### src/rtl/shift_seq_rev.sv
// Sequential shifter that works one bit per clock: logical right or rotate left.
// Illegal modes and zero counts finish straight from IDLE with the operand unchanged.
module shift_seq_rev (
    input  logic        clk,
    input  logic        rst_n,
    input  logic        start,
    input  logic [15:0] in,
    input  logic [3:0]  amount,
    input  logic [1:0]  mode,
    output logic        busy,
    output logic        done,
    output logic [15:0] out,
    output logic        err
);

    typedef enum logic [1:0] {
        IDLE  = 2'd0,
        SHIFT = 2'd1,
        DONE  = 2'd2
    } state_t;

    state_t      state_reg, state_next;
    logic [15:0] work_reg, work_next;
    logic [3:0]  count_reg, count_next;
    logic [1:0]  mode_reg, mode_next;
    logic [15:0] out_reg, out_next;
    logic        err_reg, err_next;
    logic [15:0] step_value;

    always_ff @(posedge clk or negedge rst_n) begin
        if (!rst_n) begin
            state_reg <= IDLE;
            work_reg  <= 16'h0000;
            count_reg <= 4'd0;
            mode_reg  <= 2'b00;
            out_reg   <= 16'h0000;
            err_reg   <= 1'b0;
        end else begin
            state_reg <= state_next;
            work_reg  <= work_next;
            count_reg <= count_next;
            mode_reg  <= mode_next;
            out_reg   <= out_next;
            err_reg   <= err_next;
        end
    end

    // One-bit step of the captured operation; illegal codes never reach SHIFT.
    always_comb begin
        case (mode_reg)
            2'b00:   step_value = {1'b0, work_reg[15:1]};
            2'b01:   step_value = {work_reg[14:0], work_reg[15]};
            default: step_value = work_reg;
        endcase
    end

    always_comb begin
        state_next = state_reg;
        work_next  = work_reg;
        count_next = count_reg;
        mode_next  = mode_reg;
        out_next   = out_reg;
        err_next   = err_reg;
        case (state_reg)
            IDLE: begin
                if (start) begin
                    work_next  = in;
                    count_next = amount;
                    mode_next  = mode;
                    if (mode[1]) begin
                        state_next = DONE;
                        out_next   = in;
                        err_next   = 1'b1;
                    end else if (amount == 4'd0) begin
                        state_next = DONE;
                        out_next   = in;
                        err_next   = 1'b0;
                    end else begin
                        state_next = SHIFT;
                    end
                end
            end
            SHIFT: begin
                work_next  = step_value;
                count_next = count_reg - 4'd1;
                if (count_reg == 4'd1) begin
                    state_next = DONE;
                    out_next   = step_value;
                    err_next   = 1'b0;
                end
            end
            DONE: begin
                state_next = IDLE;
            end
            default: begin
                state_next = IDLE;
            end
        endcase
    end

    assign busy = (state_reg == SHIFT);
    assign done = (state_reg == DONE);
    assign out  = out_reg;
    assign err  = err_reg;

endmodule

### config.mk
export PLATFORM = sky130hd
export DESIGN_NAME = shift_seq_rev
export DESIGN_NICKNAME = d
export VERILOG_FILES = /design/src/rtl/shift_seq_rev.sv
export SDC_FILE = /design/constraint.sdc
export NUM_CORES = 1
export LEC_CHECK = 0
export CELL_PAD_IN_SITES_DETAIL_PLACEMENT = 1
export CELL_PAD_IN_SITES_GLOBAL_PLACEMENT = 2
export CORE_MARGIN = 10
export CORE_UTILIZATION = 34
export DETAILED_ROUTE_END_ITERATION = 10
export GPL_TIMING_DRIVEN = 0
export PLACE_DENSITY = 0.9
export SLEW_MARGIN = 30
export SYNTH_ARGS = -nofsm -noshare
export SYNTH_HDL_FRONTEND = slang
export SYNTH_SLANG_ARGS = --single-unit
### constraint.sdc
create_clock -name clk -period 2.9 [get_ports clk]
set_input_delay 0.58 -clock clk [delete_from_list [all_inputs] [get_ports clk]]
set_output_delay 0.58 -clock clk [all_outputs]
set_load 0.05 [all_outputs]
# Word level (Yosys, flattened, before mapping)
# Index checks and enable logic that the tools add are counted.
word_totals:
  latchBits: 0
  ff_bits: 41
  out_inout_bits: 19
  mem_bits_ro: 0
  inputBits: 25
  ram_bits: 0
  n_memories: 0
  word_cells: 42
classes:
  muxes: 20
  reduce_logical: 8
  n_mul: 0
  order_cmp: 0
  bitwise_logic: 0
  addsub: 1
  eq_ne: 7
  div: 0
  shift: 0
ops:
  columns: ["operator", "n"]
  rows:
  - ["16-bit case mux with 2 select lines", 3]
  - ["16-bit two-way mux", 5]
  - ["2-bit two-way mux", 4]
  - ["4-bit case mux with 2 select lines", 1]
  - ["2-bit AND reduction", 3]
  - ["2-bit by 1-bit == test with 1-bit output, second input constant", 2]
  - ["4-bit by 1-bit == test with 1-bit output, second input constant", 1]
  - ["2-bit logical NOT", 2]
  - ["4-bit logical NOT", 1]
  - ["1-bit two-way mux", 4]
  - ["4-bit two-way mux", 1]
  - ["2-bit case mux with 2 select lines", 1]
  - ["4-bit AND reduction", 1]
  - ["4-bit by 1-bit subtractor with 4-bit output, second input constant", 1]
  - ["3-bit != test, second input constant", 1]
  - ["2-bit == test, second input constant", 1]
  - ["2-bit by 1-bit != test with 1-bit output, second input constant", 1]
  - ["2-bit != test, second input constant", 1]
  - ["1-bit case mux with 2 select lines", 1]
  - ["2-bit nonzero test", 1]

# Longest topological paths before layout
depth:
  word_depth: 5
  mapped_depth: 7
  ltp_nobuf: 5

# Worst setup path before layout
# OpenSTA, ideal clock, no wires.
synth_timing:
  path_type: "input to register"
  startpoint: "input amount[2]"
  endpoint: "register out_reg[10] (netlist: out[10])"
  path_slack_ns: 1.068
  cell_stages: 4
  arrival_time_ns: 1.708
  setup_ns: 0.125
  path_buffers: 0
  required_ns: 2.775
  path_cell_list: "nor4_2 -> nor2_1 -> o32ai_4 -> mux2_2"
synth_between:
  elab_chain_cells: 3
synth_lines:
  columns: ["item", "line_no", "source"]
  rows:
  - ["start: declaration", "8", "input logic [3:0] amount,"]
  - ["4-bit logical NOT", "74", "end else if (amount == 4'd0) begin"]
  - ["3-bit != test (no line)", null, null]
  - ["4-bit AND reduction (no line)", null, null]
  - ["end signal: assignment", "43", "out_reg <= out_next;"]
  - ["end: declaration", "26", "logic [15:0] out_reg, out_next;"]
# No other way between the ends.
# A chain may end at the register's enable or synchronous reset.

# Worst setup path after layout
layout_timing:
  startpoint: "register state_reg[0]"
  endpoint: "output busy"
layout_between:
  elab_chain_cells: 1
layout_lines:
  columns: ["item", "line_no", "source"]
  rows:
  - ["start: declaration", "22", "state_t state_reg, state_next;"]
  - ["start signal: assignment", "39", "state_reg <= state_next;"]
  - ["2-bit by 1-bit == test with 1-bit output", "101", "assign busy = (state_reg == SHIFT);"]
  - ["end: declaration", "10", "output logic busy,"]
# No other way between the ends.

==> key figures <==
Routing
  – Via total after detailed routing: 1744
  – Routed wire length: 5.77 mm
  – DRC violations left: 0
  – Via density per instance: 5.07
  – Count of routing violations after the opening detailed-route iteration: 41
  – Routed wirelength normalized by instance count: 16.8 µm
  – 1st-pass router iterations: 4
  – Number of nets still failing antenna checks after routing: 0

GRT
  – Wire length of the first global-routing pass: 9.62 mm
  – Combined global-route utilization of all metal layers: 11.9%
  – Maximum number of pins on one net before global-route repair: 23
  – Grt total ovfl: 0
  – Antenna violations before repair: 0
  – Number of global-route vias before repair: 1939

Outcome
  – Run status: complete, no violations

Finish
  – Reg area: 1030 µm²
  – Ratio of cells with drive above 1 in the final layout: 13.5%
  – # diodes: 0
  – Number of fill cells in the layout: 725
  – Synth-to-layout area growth: 30.8%
  – Final nets: 293
  – Multi-input logic area: 1020 µm²
  – Final cell utilization of the core: 45.3%

Place
  – Placed wire-length estimate: 4.25 mm
  – Global placer's final weighted congestion: 0.843
  – Port buffer count: 43

Timing
  – Setup repair after global routing missed its margin: false
  – Max-slew headroom at the worst pin: 56.9%
  – Final period utilization: 91.8%
  – WHS: 0.253 ns
  – Actual transition at the worst max-transition pin: 0.646 ns
  – Final number of hold-violating endpoints: 0
  – Maximum operating frequency: 0.376 GHz
  – Post-layout min period: 2.66 ns
  – Final Max Tran Viols: 0
  – Count of final setup violators: 0
  – Final total negative setup slack: 0 ns
  – Clock skew after layout: 0.00600 ns

Die
  – Area of the die: 10000 µm²
  – X dimension of the die: 100 µm
  – Number of rows in the core area: 29
  – Core area: 6280 µm²
  – Height of the die: 100 µm
  – Initial core utilization: 34.7%
  – IO Count: 44

Pwr
  – IR Drop Worst-Case VDD: 0.619 mV
  – Static power due to leakage: 1.22 nW
  – Total power of the final layout: 3.60 mW
  – Power per unit of standard cell area: 1270 nW/µm²

Setup path
  – Arrival time of the worst setup path: 2.08 ns
  – Worst setup slack for register-to-register paths: 1.03 ns
  – Critical path class: reg -> out
  – Worst-path maximum fanout: 10
  – Critical-path cell list: buf_2 > nand2b_1 > buf_2 > inv_1 > clkdlybuf4s50_1
  – Category of the worst setup path capture point: primary output
  – Logic depth of the worst register-to-register path: 7
  – Cell repeated most along the worst path: sky130_fd_sc_hd__buf_2
  – Critical-path top delay cell: sky130_fd_sc_hd__clkdlybuf4s50_1
  – Slowest Stage Delay on Critical Path: 0.82 ns
  – Worst r2r dst: out[9]
  – CP required: 2.32 ns
  – Launch point of the worst reg-to-reg path: state_reg[0]
  – Category of the worst setup path launch point: register

Clocking
  – Clock edge transition at the registers on the reported setup and hold paths: 0.08 ns
  – Clock latency reported for the late side of the worst-skew pair: 0.29 ns
  – CTS Hold Buffers Added: 0
  – CTS H-tree lvls: 2
  – Number of resized instances in the post-cts repair step: 0
  – Clock tree from TritonCTS: built
  – Post-CTS setup buffer count: 0
  – Clk sink count: 41
  – Clock root cell: sky130_fd_sc_hd__clkbuf_8
  – Number of buffers on the longest clock path: 2
  – Number of buffers added by the clock tree synthesis step: 5

Yosys
  – Synth warnings: 0
  – Number of distinct library cell variants in the gate-level netlist after synthesis: 29
  – Count of state elements after synthesis: 41
  – Avg Synthesized Cell Area: 10.1 µm²
  – Synthesized Nets: 242
  – Post-synthesis sequential area ratio: 47.2%
  – Count of mapped cells out of synthesis: 215
  – Post-synth design cell area: 2180 µm²

Run
  – Number of maximum-capacitance constraint violations: 0

Min path
  – Path class of the lowest-slack min-delay path: in -> async
## report_power, final
part | switching, mW | internal (mW) | total, mW
Combinational | 1.23 | 0.811 | 2.04
Clock | 0.204 | 0.280 | 0.484
Sequential | 0.223 | 0.860 | 1.08
Total | 1.65 | 1.95 | 3.60
## cell usage in the layout (no fill, tap or decap), types with 2 or more instances in the layout
cell type                         instances
sky130_fd_sc_hd__o21ai_1                  3
sky130_fd_sc_hd__mux2i_1                 26
sky130_fd_sc_hd__o21ai_0                 19
sky130_fd_sc_hd__nand2b_1                 2
sky130_fd_sc_hd__clkbuf_1                 5
sky130_fd_sc_hd__nand2_1                 22
sky130_fd_sc_hd__dfrtp_1                 41
sky130_fd_sc_hd__clkbuf_8                 6
sky130_fd_sc_hd__nor2_1                   9
sky130_fd_sc_hd__ha_1                     2
sky130_fd_sc_hd__nor2b_1                 10
sky130_fd_sc_hd__inv_1                   16
sky130_fd_sc_hd__buf_2                    6
sky130_fd_sc_hd__o22a_1                   2
sky130_fd_sc_hd__a211oi_1                11
sky130_fd_sc_hd__clkdlybuf4s50_1         42
sky130_fd_sc_hd__a21oi_1                 13
sky130_fd_sc_hd__mux2_2                  16
## final cells by class
class	count	area share, %
Buffer	13	2.33
Clock buffer	6	2.90
Clock inverter	2	1.32
Inverter	17	2.24
Multi-Input combinational cell	144	35.8
Sequential cell	41	36.1
Tap cell	77	3.39
Timing Repair Buffer	44	15.9
## per-stage QoR
step | area [µm²] | setup WS (ns) | instances
2_1_floorplan | 2180 | 1.07 | 215
3_5_place_dp | 2730 | 0.284 | 336
6_report | 2850 | 0.238 | 344
5_1_grt | 2850 | 0.110 | 344
3_3_place_gp | 2700 | 0.108 | 335
4_1_cts | 2850 | 0.202 | 344
## cells by family (layout without fill, tap and decap cells)
group	after synthesis	after routing	share of synthesized area, %
buffers and inverters	30	82	5.98
DFF	41	41	47.2
muxes	42	42	20.2
and+or+nand+nor	47	47	10.2
AOI/OAI and AO/OA	53	53	15.3
adders and majority gates	2	2	1.15
## Yosys cell counts
cell type | number | area (µm²)
sky130_fd_sc_hd__dfrtp_1 | 41 | 1030
sky130_fd_sc_hd__mux2i_1 | 26 | 260
sky130_fd_sc_hd__nand2_1 | 22 | 82.6
sky130_fd_sc_hd__o21ai_0 | 19 | 95.1
sky130_fd_sc_hd__inv_1 | 16 | 60.1
sky130_fd_sc_hd__mux2_2 | 16 | 180
sky130_fd_sc_hd__a21oi_1 | 13 | 65.1
sky130_fd_sc_hd__a211oi_1 | 11 | 82.6
sky130_fd_sc_hd__nor2b_1 | 10 | 62.6
sky130_fd_sc_hd__nor2_1 | 9 | 33.8
sky130_fd_sc_hd__buf_2 | 5 | 25.0
sky130_fd_sc_hd__clkbuf_1 | 5 | 18.8
sky130_fd_sc_hd__o21ai_1 | 3 | 15.0
sky130_fd_sc_hd__ha_1 | 2 | 25.0
sky130_fd_sc_hd__nand2b_1 | 2 | 12.5
sky130_fd_sc_hd__o22a_1 | 2 | 17.5
sky130_fd_sc_hd__a221o_1 | 1 | 10.0
sky130_fd_sc_hd__a31oi_1 | 1 | 6.26
sky130_fd_sc_hd__buf_1 | 1 | 3.75
sky130_fd_sc_hd__buf_4 | 1 | 7.51
sky130_fd_sc_hd__buf_6 | 1 | 11.3
sky130_fd_sc_hd__inv_2 | 1 | 3.75
sky130_fd_sc_hd__nand3_1 | 1 | 5.00
sky130_fd_sc_hd__nand3b_1 | 1 | 7.51
sky130_fd_sc_hd__nor3_1 | 1 | 5.00
sky130_fd_sc_hd__nor4_2 | 1 | 12.5
sky130_fd_sc_hd__o211ai_1 | 1 | 7.51
sky130_fd_sc_hd__o22ai_1 | 1 | 6.26
sky130_fd_sc_hd__o32ai_4 | 1 | 27.5
## worst max path at each step
stage | cells after the start | end | slack (ns) | start
floorplan | 4 | out[10] | 1.07 | amount[2]
global placement | 1 | count_reg[2] | 0.11 | rst_n
detailed placement | 6 | out[5] | 0.28 | amount[1]
CTS | 5 | busy | 0.20 | state_reg[0]
global route | 5 | busy | 0.11 | state_reg[0]
finish | 5 | busy | 0.24 | state_reg[0]
## worst max-delay path: cells and delay by family, from the launching register on
kind                   cells  cell delay, ns
buffers and inverters      4            1.38
DFF                        1            0.33
and+or+nand+nor            1            0.07
## metal layers
metal  share of wire, %  routed length, µm  global-route usage, %
met1                 45               2610                   14.4
met3                4.7                269                   3.64
met4               0.68                 39                   3.91
met2                 49               2850                   19.7
met5                  0                  0                      0
(Power assumes the default switching activity.)
